## src/rtl/mem_write_buffer.sv

```systemverilog
// mem_write_buffer: store buffer in front of a single-cycle dual-port memory.
// CPU writes are queued in a small circular FIFO and drained one per cycle
// into the memory write port. CPU reads go straight to the memory read port
// and are kept coherent with writes still waiting in the buffer.
// Optional feature macro: MEM_WB_FORWARD_EN
//   defined   - read hits are forwarded from the youngest matching entry
//   undefined - read hits stall the CPU until the matching entries drain
module mem_write_buffer #(
    parameter int unsigned width = 16,
    parameter int unsigned DEPTH = 4
) (
    input  logic             clock,
    input  logic             aclr,
    input  logic             cpu_wr_valid,
    input  logic [15:0]      cpu_wr_addr,
    input  logic [width-1:0] cpu_wr_data,
    output logic             cpu_wr_ready,
    input  logic             cpu_rd_en,
    input  logic [15:0]      cpu_rd_addr,
    output logic             cpu_rd_stall,
    output logic             cpu_rd_valid,
    output logic [width-1:0] cpu_rd_data,
    input  logic             hold,
    output logic             empty,
    output logic             full,
    output logic [15:0]      mem_wraddress,
    output logic             mem_wren,
    output logic [width-1:0] mem_data,
    output logic [15:0]      mem_rdaddress,
    input  logic [width-1:0] mem_q
);

    localparam int unsigned AW = 16;
    localparam int unsigned PW = $clog2(DEPTH);

    // Buffer storage and FIFO bookkeeping
    logic [AW-1:0]    addr_q [DEPTH];
    logic [width-1:0] data_q [DEPTH];
    logic [PW-1:0]    head_q, head_d;
    logic [PW-1:0]    tail_q, tail_d;
    logic [PW:0]      count_q, count_d;
    logic             rd_valid_q, rd_valid_d;

    logic             push;
    logic             drain;
    logic             hit;
    logic             rd_accept;
    logic [PW-1:0]    idx;

`ifdef MEM_WB_FORWARD_EN
    logic             fwd_hit_q, fwd_hit_d;
    logic [width-1:0] fwd_data_q, fwd_data_d;
    logic [width-1:0] hit_data;
`endif

    // Flags come straight from the registered count, so they are glitch-free
    assign empty        = (count_q == '0);
    assign full         = (count_q == (PW+1)'(DEPTH));
    assign cpu_wr_ready = !full;

    assign push  = cpu_wr_valid && !full;
    assign drain = !empty && !hold;

    assign mem_wren      = drain;
    assign mem_wraddress = drain ? addr_q[head_q] : '0;
    assign mem_data      = drain ? data_q[head_q] : '0;
    assign mem_rdaddress = cpu_rd_addr;

    // Next pointer/count state; push and pop in the same cycle cancel in the count
    always_comb begin
        head_d  = head_q;
        tail_d  = tail_q;
        count_d = count_q;
        if (push)
            tail_d = tail_q + 1'b1;
        if (drain)
            head_d = head_q + 1'b1;
        if (push && !drain)
            count_d = count_q + 1'b1;
        else if (!push && drain)
            count_d = count_q - 1'b1;
    end

    // Hit check against start-of-cycle entries, walked oldest to youngest so the
    // last match (the youngest) wins; an entry pushed this cycle is not yet counted
    always_comb begin
        hit = 1'b0;
        idx = '0;
`ifdef MEM_WB_FORWARD_EN
        hit_data = '0;
`endif
        for (int unsigned k = 0; k < DEPTH; k++) begin
            idx = head_q + PW'(k);
            if (((PW+1)'(k) < count_q) && (addr_q[idx] == cpu_rd_addr)) begin
                hit = 1'b1;
`ifdef MEM_WB_FORWARD_EN
                hit_data = data_q[idx];
`endif
            end
        end
    end

`ifdef MEM_WB_FORWARD_EN
    assign cpu_rd_stall = 1'b0;
    assign rd_accept    = cpu_rd_en;

    // Capture forwarded data for a read that hits the buffer
    always_comb begin
        fwd_hit_d  = cpu_rd_en && hit;
        fwd_data_d = fwd_data_q;
        if (cpu_rd_en && hit)
            fwd_data_d = hit_data;
    end

    // Forwarding registers
    always_ff @(posedge clock or negedge aclr) begin
        if (!aclr) begin
            fwd_hit_q  <= 1'b0;
            fwd_data_q <= '0;
        end else begin
            fwd_hit_q  <= fwd_hit_d;
            fwd_data_q <= fwd_data_d;
        end
    end

    assign cpu_rd_data = rd_valid_q ? (fwd_hit_q ? fwd_data_q : mem_q) : '0;
`else
    assign cpu_rd_stall = cpu_rd_en && hit;
    assign rd_accept    = cpu_rd_en && !hit;
    assign cpu_rd_data  = rd_valid_q ? mem_q : '0;
`endif

    assign rd_valid_d   = rd_accept;
    assign cpu_rd_valid = rd_valid_q;

    // Pointer, count and read-valid state; reset discards pending entries
    always_ff @(posedge clock or negedge aclr) begin
        if (!aclr) begin
            head_q     <= '0;
            tail_q     <= '0;
            count_q    <= '0;
            rd_valid_q <= 1'b0;
        end else begin
            head_q     <= head_d;
            tail_q     <= tail_d;
            count_q    <= count_d;
            rd_valid_q <= rd_valid_d;
        end
    end

    // Entry payload; only meaningful while counted, so no reset needed
    always_ff @(posedge clock) begin
        if (push) begin
            addr_q[tail_q] <= cpu_wr_addr;
            data_q[tail_q] <= cpu_wr_data;
        end
    end

endmodule

```

## config.mk

```make
export PLATFORM = sky130hd
export DESIGN_NAME = mem_write_buffer
export DESIGN_NICKNAME = d
export VERILOG_FILES = /design/src/rtl/mem_write_buffer.sv
export SDC_FILE = /design/constraint.sdc
export NUM_CORES = 1
export LEC_CHECK = 0
export CORE_MARGIN = 8
export CORE_UTILIZATION = 53
export DETAILED_ROUTE_END_ITERATION = 7
export HOLD_SLACK_MARGIN = 0.12
export PLACE_DENSITY = 0.92
export SLEW_MARGIN = 40
export SYNTH_ARGS = -nofsm -noshare
export SYNTH_HDL_FRONTEND = slang
export SYNTH_SLANG_ARGS = --single-unit
```

## constraint.sdc

```tcl
create_clock -name clock -period 2.7 [get_ports clock]
set_input_delay 0.27 -clock clock [delete_from_list [all_inputs] [get_ports clock]]
set_output_delay 0.27 -clock clock [all_outputs]
set_load 0.01 [all_outputs]
```

==> results.sh, run 1 <==
export IMPL_status="finished, violations left"
export IMPL_violations="setup timing"
export IMPL_cts_tree="built"
export IMPL_reg2regPathDepth=8
export IMPL_ys_warnings_count=0
export IMPL_power_mw=11.4
export IMPL_ys_ff_latch=136
export IMPL_yosysUniqueCellTypes=47
export IMPL_end_kind="primary output"
export IMPL_rsz0062_at_grt="true"
export IMPL_cts_max_path_buffers=2
export IMPL_layout_commonest_cell="edfxtp_1"
export IMPL_cp_max_fo=7
export IMPL_synthesis_nets=585
export IMPL_hpwlAfterDp_mm=14.9
export IMPL_relSlewSlack=0.626
export IMPL_drt_total_wl_mm=22.0
export IMPL_worst_pin_slew_ns=0.561
export IMPL_start_util=0.533
export IMPL_dr_pass1_iters=5
export IMPL_irDropWorstVdd_mv=0.827
export IMPL_routed_via_density=5.82
export IMPL_fin_setup_tns_ns=-0.869
export IMPL_synthArstFlopShare=0.0588
export IMPL_netlist_area_sq_um=7630
export IMPL_endpoint="cpu_rd_stall"
export IMPL_dieArea_sq_um=18500
export IMPL_whs_ns=0.178
export IMPL_cts_root_buf="clkbuf_16"
export IMPL_hold_class="input pin to asynchronous set/reset pin"
export IMPL_antenna_found_initial=0
export IMPL_path_class="flip-flop to primary output"
export IMPL_path_delay_family="simple AND/OR/NAND/NOR gates"
export IMPL_worstSkewPairLatency_ns=0.43
export IMPL_cp_arrival_ns=3.06
export IMPL_cts_inserted_buffers=17
export IMPL_synth_avg_cell_area_sq_um=15.0
export IMPL_power_leakage_nw=4.14
export IMPL_cts_hold_buf=0
export IMPL_min_period_ns=3.33
export IMPL_area_delta_synth_final_pct=41.7
export IMPL_crit_start="head_q[0]"
export IMPL_fmax_ghz=0.301
export IMPL_fin_cells=946
export IMPL_drive_above_1_share=0.324
export IMPL_dieHeight_um=136
export IMPL_num_nets_final=827
export IMPL_slowest_stage="or4_4"
export IMPL_maxCapViolations=0
export IMPL_wl_per_cell_um=23.2
export IMPL_ff2ff_setup_slack_ns=0.06
export IMPL_path_depth=9
export IMPL_dieWidth_um=136
export IMPL_ant_nets=0
export IMPL_r2r_start="head_q[0]"
export IMPL_clkTransAtPathRegs_ns=0.06
export IMPL_core_sq_um=14300
export IMPL_dp_cells=891
export IMPL_finalCritPeriodShare=1.23
export IMPL_ys_seq_area_frac=0.530
export IMPL_critPathLaunchType="flip-flop"
export IMPL_grt_pass1_vias=6050
export IMPL_via_count=5510
export IMPL_fillCellCount=916
export IMPL_final_max_slew_viol_count=0
export IMPL_drc=0
export IMPL_port_buffers=138
export IMPL_initialDrtViolationCount=475
export IMPL_crit_chain="buf_12 -> buf_16 -> buf_4 -> mux4_2 -> xnor2_1 -> nand3_1 -> or4_4 -> a31oi_4 -> buf_6"
export IMPL_grt_pass1_wl_mm=33.5
export IMPL_setup_violations=3
export IMPL_num_rows=44
export IMPL_crit_path_max_incr_delay_ns=0.58
export IMPL_gr_total_overflow=0
export IMPL_numClockSinks=136
export IMPL_grt_max_degree=33
export IMPL_fin_ws_ns=-0.626
export IMPL_finClkSkew_ns=0.00611
export IMPL_hold_viol=0
export IMPL_cellPowerDensity_nw_per_um2=1060
export IMPL_gr_usage_all_layers=0.243
export IMPL_cts_htree_levels=4
export IMPL_final_cell_mix="edfxtp_1, buf_4, clkdlybuf4s50_1, mux4_2, and2_1"
export IMPL_synth_edff_count=128
export IMPL_r2r_end="cpu_rd_valid"
export IMPL_n_antenna_cell=0
export IMPL_pre_cts_slack_ns=-0.718
export IMPL_synthFlopType="edfxtp_1"
export IMPL_critical_path_buf_inv_count=4
export IMPL_required_ns=2.43
export IMPL_place_gp_congestion=0.883
export IMPL_pin_count=139
export IMPL_synthCells=507
-- cells in the mapped netlist (9+ instances only) --
cell type  number  share of area
xor2_1         33          0.038
and2_1         44          0.036
ha_1            9          0.015
nor2_1         10         0.0049
xnor2_1        37          0.042
clkbuf_1       13         0.0064
mux4_2         55           0.16
edfxtp_1      128           0.50
buf_4          22          0.022
mux2i_1        41          0.054
nand2_1        13         0.0064
-- timing repair --
action | in CTS | in global routing
buffers inserted | 14 | 4
hold endpoints to repair | 0 | 0
gates cloned | 4 | 1
resized for setup | 62 | 16
pin swaps | 2 | 14
setup endpoints to repair | 34 | 6
-- per-stage QoR --
step / cell area (sq um) / utilization
after global routing: 10800 / 0.755
after detailed placement: 9840 / 0.687
after CTS: 10700 / 0.747
final: 10800 / 0.755
after floorplan: 7630 / -
after global placement: 9840 / 0.687
-- power by group --
part,internal [mW],switching [mW]
Sequential,2.81,0.254
Combinational,3.22,2.78
Clock,1.46,0.890
Total,7.49,3.92
-- layout make-up --
class                           count  area, sq um  area share
Clock buffer                       19          433      0.0401
Sequential cell                   136         4050       0.375
Inverter                            8         36.3     0.00336
Clock inverter                     13          169      0.0156
Multi-Input combinational cell    310         3330       0.308
Tap cell                          184          230      0.0213
Timing Repair inverter              1         5.00    0.000463
Timing Repair Buffer              275         2550       0.236
-- how the worst min path moves through the flow --
stage	start	end	slack (ns)	cells after the start
2_1_floorplan	aclr	count_q[0]	-0.03	0
3_3_place_gp	count_q[1]	count_q[1]	0.54	2
3_5_place_dp	count_q[0]	count_q[0]	0.60	2
4_1_cts	aclr	tail_q[1]	0.17	1
5_1_grt	aclr	tail_q[1]	0.20	1
6_report	aclr	tail_q[0]	0.18	1
-- state kept, by name, summed over array words and instances, names as in the netlist --
register      flops
addr_q           64
head_q            2
data_q           64
cpu_rd_valid      1
tail_q            2
count_q           3
-- cell families after synthesis --
kind of cell / share of synthesized area
adders and majority gates: 0.0148
muxes: 0.226
xor gates and xnor gates: 0.0804
and+or+nand+nor: 0.0746
AOI/OAI and AO/OA: 0.0285
DFF: 0.530
buffers and inverters: 0.0461
-- worst reg2reg max path: cells and delay by family (launching register included) --
kind	cells	cell delay, ns
XOR/XNOR	1	0.20
buffers and inverters	3	0.44
flip-flops	1	0.53
multiplexers	1	0.43
AND/OR/NAND/NOR	3	0.93
-- layer usage --
layer,track usage,share of wire,up-vias
li1,-,-,2424
met2,0.437,0.52,255
met1,0.264,0.37,2784
met3,0.0698,0.076,47
met4,0.0958,0.027,0
met5,0,0,-
No activity file was read; power rests on OpenSTA's default activity.
==> inputs of run 2 (changes only) <==
--- a/config.mk
+++ b/config.mk
@@ -5,8 +5,10 @@
 export SDC_FILE = /design/constraint.sdc
 export NUM_CORES = 1
 export LEC_CHECK = 0
+export CELL_PAD_IN_SITES_DETAIL_PLACEMENT = 1
+export CELL_PAD_IN_SITES_GLOBAL_PLACEMENT = 1
 export CORE_MARGIN = 8
-export CORE_UTILIZATION = 53
+export CORE_UTILIZATION = 44
 export DETAILED_ROUTE_END_ITERATION = 7
 export HOLD_SLACK_MARGIN = 0.12
 export PLACE_DENSITY = 0.92
==> results.sh, run 2 (same netlist as run 1, synthesis figures left out) <==
export IMPL_status="finished, violations left"
export IMPL_violations="setup timing"
export IMPL_area_delta_synth_final_pct=42.3
export IMPL_multiInputGateArea_sq_um=3360
export IMPL_pin_count=139
export IMPL_use_met1=0.262
export IMPL_hold_viol=0
export IMPL_hpwlAfterDp_mm=17.4
export IMPL_cp_max_fo=6
export IMPL_drc=0
export IMPL_fin_cells=987
export IMPL_cp_arrival_ns=3.08
export IMPL_power_leakage_nw=4.17
export IMPL_top_usage_layer="met2"
export IMPL_grt_max_degree=33
export IMPL_min_period_ns=3.35
export IMPL_dp_cells=935
export IMPL_routed_via_density=5.69
export IMPL_wl_per_cell_um=26.5
export IMPL_fin_ws_ns=-0.648
export IMPL_cts_root_buf="clkbuf_16"
export IMPL_gr_usage_all_layers=0.241
export IMPL_port_buffers=138
export IMPL_dieArea_sq_um=21800
export IMPL_drt_total_wl_mm=26.2
export IMPL_finClkSkew_ns=0.0113
export IMPL_n_antenna_cell=0
export IMPL_antenna_found_initial=0
export IMPL_cellPowerDensity_nw_per_um2=1080
export IMPL_critPathLaunchType="flip-flop"
export IMPL_dieWidth_um=148
export IMPL_grt_pass1_vias=6392
export IMPL_maxCapViolations=0
export IMPL_layout_commonest_cell="edfxtp_1"
export IMPL_final_max_slew_viol_count=0
export IMPL_setup_violations=3
export IMPL_end_kind="primary output"
export IMPL_cts_max_path_buffers=2
export IMPL_gr_total_overflow=0
export IMPL_required_ns=2.43
export IMPL_grt_pass1_wl_mm=39.2
export IMPL_dieHeight_um=148
export IMPL_cts_inserted_buffers=17
export IMPL_worst_pin_slew_ns=0.589
export IMPL_whs_ns=0.187
export IMPL_initialDrtViolationCount=356
export IMPL_stdcell_area_sq_um=10900
export IMPL_numClockSinks=136
export IMPL_cts_tree="built"
export IMPL_worstSkewPairLatency_ns=0.42
export IMPL_num_nets_final=827
export IMPL_finalCritPeriodShare=1.24
export IMPL_drive_above_1_share=0.344
export IMPL_path_class="flip-flop to primary output"
export IMPL_num_rows=48
export IMPL_core_sq_um=17100
export IMPL_grtUsageMet3=0.0559
export IMPL_relSlewSlack=0.607
export IMPL_hold_class="input pin to asynchronous set/reset pin"
export IMPL_place_gp_congestion=0.876
export IMPL_pre_cts_slack_ns=-0.686
export IMPL_reg_top3="addr_q (64), data_q (64), count_q (3)"
export IMPL_ant_nets=0
export IMPL_fillCellCount=1607
export IMPL_start_util=0.446
export IMPL_final_cell_mix="edfxtp_1, buf_4, clkdlybuf4s50_1, mux4_2, and2_1"
export IMPL_placed_area_sq_um=9910
export IMPL_clkTransAtPathRegs_ns=0.06
export IMPL_irDropWorstVdd_mv=0.546
export IMPL_rsz0062_at_grt="true"
export IMPL_seq_area_sq_um=4050
export IMPL_fmax_ghz=0.299
export IMPL_dr_pass1_iters=4
export IMPL_via_count=5619
export IMPL_cts_htree_levels=4
export IMPL_grt_use_met2=0.431
-- run 2: cell types whose count changed in the layout (fill, tap and decap cells not counted), sizes merged --
cell,change
buf,+5
clkinvlp,-4
dlygate4sd2,-4
inv,+3
bufbuf,-2
clkbuf,+2
dlymetal6s2s,+2
clkdlybuf4s15,-1
clkdlybuf4s50,-1
-- run 2: final timing paths --
kind	start	to	slack, ns	depth (start not counted)
worst max-delay path	head_q[0]	cpu_rd_stall	-0.65	9
worst min-delay path	aclr	tail_q[0]	0.19	1
worst max register to register	head_q[0]	cpu_rd_valid	0.04	8
worst min register to register	count_q[0]	count_q[0]	0.60	2
max in group asynchronous	aclr	head_q[0]	2.12	1
min in group clock	cpu_wr_data[3]	data_q[3][3]	0.48	1
-- run 2: routing by layer --
metal	vias to the layer above	share of wire
li1	2407	-
met1	2885	0.37
met2	254	0.52
met3	73	0.064
met4	0	0.041
met5	-	0
-- run 2: what timing repair did --
action	4_1_cts	5_1_grt
hold buffers	0	0
pin swaps	6	5
gates cloned	2	0
setup endpoints to repair	34	21
setup buffers	18	2
resized for setup	75	31
-- run 2: layout make-up --
type,instances,share of cell area
Sequential cell,136,0.373
Multi-Input combinational cell,310,0.309
Timing Repair Buffer,276,0.233
Clock buffer,19,0.0399
Tap cell,225,0.0259
Clock inverter,13,0.0156
Inverter,8,0.00300
-- run 2: power breakdown --
group	switching, mW	internal (mW)
sequential	0.255	2.81
clock	0.920	1.47
combinational	3.01	3.22
total	4.18	7.50
-- run 2: critical path: stages (launching register included) --
cell	delay, ns
dfrtp_4	0.50
buf_12	0.15
buf_12	0.13
buf_4	0.16
mux4_2	0.45
xnor2_2	0.19
nand4_1	0.17
or4_4	0.56
a31oi_4	0.20
buf_6	0.13
-- run 2: stage by stage --
stage / total power, mW / TNS [ns] / util
floorplan: 6.34 / 0 / -
detailed placement: 8.65 / -0.686 / 0.579
global route: 12.2 / -1.56 / 0.634
finish: 11.7 / -1.32 / 0.634
CTS: 11.5 / -1.41 / 0.631
global placement: 8.34 / -0.610 / 0.579
==> inputs of run 3 (changes only) <==
--- a/config.mk
+++ b/config.mk
@@ -8,10 +8,10 @@
 export CELL_PAD_IN_SITES_DETAIL_PLACEMENT = 1
 export CELL_PAD_IN_SITES_GLOBAL_PLACEMENT = 1
 export CORE_MARGIN = 8
-export CORE_UTILIZATION = 44
+export CORE_UTILIZATION = 35
 export DETAILED_ROUTE_END_ITERATION = 7
 export HOLD_SLACK_MARGIN = 0.12
-export PLACE_DENSITY = 0.92
+export PLACE_DENSITY = 0.78
 export SLEW_MARGIN = 40
 export SYNTH_ARGS = -nofsm -noshare
 export SYNTH_HDL_FRONTEND = slang
==> results.sh, run 3 (same netlist as run 1, synthesis figures left out) <==
export IMPL_crit_path_max_incr_delay_ns=0.50
export IMPL_final_cell_mix="edfxtp_1, buf_4, clkdlybuf4s50_1, mux4_2, and2_1"
export IMPL_finalCritPeriodShare=1.26
export IMPL_grt_pass1_vias=6112
export IMPL_core_sq_um=21600
export IMPL_dieWidth_um=164
export IMPL_num_nets_final=836
export IMPL_place_gp_congestion=0.889
export IMPL_drc=0
export IMPL_fillCellCount=2156
export IMPL_initialDrtViolationCount=303
export IMPL_r2r_start="head_q[0]"
export IMPL_dieHeight_um=164
export IMPL_clkTransAtPathRegs_ns=0.06
export IMPL_critical_path_buf_inv_count=5
export IMPL_finClkSkew_ns=0.00729
export IMPL_seq_area_sq_um=4050
export IMPL_n_antenna_cell=0
export IMPL_cp_common_cell="buf_6"
export IMPL_min_period_ns=3.40
export IMPL_worstSkewPairLatency_ns=0.42
export IMPL_fin_ws_ns=-0.696
export IMPL_cp_arrival_ns=3.13
export IMPL_rsz0062_at_grt="true"
export IMPL_layout_commonest_cell="edfxtp_1"
export IMPL_antenna_found_initial=0
export IMPL_hold_viol=0
export IMPL_status="finished, violations left"
export IMPL_slowest_stage="dfrtp_4"
export IMPL_via_count=5504
export IMPL_drt_total_wl_mm=24.2
export IMPL_dp_cells=993
export IMPL_multiInputGateArea_sq_um=3370
export IMPL_gr_total_overflow=0
export IMPL_final_util=0.507
export IMPL_path_class="flip-flop to primary output"
export IMPL_power_mw=11.3
export IMPL_fin_cells=1051
export IMPL_hold_class="input pin to asynchronous set/reset pin"
export IMPL_cts_htree_levels=4
export IMPL_numClockSinks=136
export IMPL_cellPowerDensity_nw_per_um2=1040
export IMPL_cts_max_path_buffers=2
export IMPL_cts_tree="built"
export IMPL_setup_violations=1
export IMPL_num_rows=54
export IMPL_maxCapViolations=0
export IMPL_crit_chain="buf_6 -> buf_6 -> buf_6 -> mux4_2 -> xor2_2 -> a2111oi_4 -> buf_4 -> o2111ai_2 -> o32a_1 -> a31oi_2 -> buf_2"
export IMPL_gr_usage_all_layers=0.178
export IMPL_final_max_slew_viol_count=0
export IMPL_path_delay_family="compound AO/OA/AOI/OAI gates"
export IMPL_power_leakage_nw=4.17
export IMPL_irDropWorstVdd_mv=0.535
export IMPL_worst_pin_slew_ns=0.596
export IMPL_cts_hold_buf=0
export IMPL_path_depth=11
export IMPL_pin_count=139
export IMPL_ant_nets=0
export IMPL_critPathLaunchType="flip-flop"
export IMPL_cts_inserted_buffers=17
export IMPL_end_kind="primary output"
export IMPL_crit_start="head_q[0]"
export IMPL_dieArea_sq_um=26800
export IMPL_routed_via_density=5.24
export IMPL_reg_top3="addr_q (64), data_q (64), count_q (3)"
export IMPL_cp_max_fo=3
export IMPL_grt_pass1_wl_mm=35.7
export IMPL_wl_per_cell_um=23.0
export IMPL_reg2regPathDepth=8
export IMPL_relSlewSlack=0.603
export IMPL_drive_above_1_share=0.349
export IMPL_grt_max_degree=33
export IMPL_hpwlAfterDp_mm=16.3
export IMPL_violations="setup timing"
export IMPL_port_buffers=138
export IMPL_fmax_ghz=0.295
export IMPL_dr_pass1_iters=4
export IMPL_required_ns=2.43
export IMPL_area_delta_synth_final_pct=43.6
export IMPL_cts_root_buf="clkbuf_16"
export IMPL_start_util=0.353
-- run 3: what timing repair did --
action / in CTS / in global routing
setup endpoints to repair: 35 / 15
pin swaps: 6 / 8
setup buffers: 15 / 11
resized for setup: 62 / 42
endpoints found under the hold margin: 0 / 0
gates cloned: 1 / 0
-- run 3: path summary, 6_finish.rpt --
kind,to,slack (ns)
setup / recovery,cpu_rd_stall,-0.70
min in group clock,data_q[1][12],0.48
hold / removal,count_q[2],0.20
hold reg to reg,count_q[0],0.59
setup reg to reg,cpu_rd_valid,0.02
max in group asynchronous,head_q[0],2.10
-- run 3: final cells by class --
| class | count | share of cell area |
|---|---|---|
| clock buffers | 19 | 0.0395 |
| clock inverters | 13 | 0.0113 |
| inverters | 8 | 0.00320 |
| multi-input cells | 310 | 0.307 |
| flip-flops and latches | 136 | 0.370 |
| well taps | 280 | 0.0320 |
| repair buffers | 285 | 0.237 |
-- run 3: metrics by stage --
step	hold WS, ns	cell area (sq um)	setup TNS, ns	setup slack, ns
floorplan	-0.0256	7630	0	0.154
global placement	0.540	9980	-1.12	-0.927
detailed placement	0.585	9980	-1.35	-1.04
CTS	0.192	10800	-0.798	-0.751
global route	0.197	11000	-0.840	-0.794
finish	0.198	11000	-0.696	-0.696
-- run 3: per-layer routing --
layer | GRT usage | vias to the layer above | wire (um)
met2 | 0.313 | 218 | 12700
met4 | 0.0752 | 0 | 643
met3 | 0.0527 | 40 | 1620
li1 | - | 2432 | -
met1 | 0.197 | 2814 | 9230
met5 | 0 | - | 0
-- run 3: report_power, final --
part           internal (mW)  switching (mW)
clock                   1.28           0.933
combinational           3.21            2.88
sequential              2.81           0.228
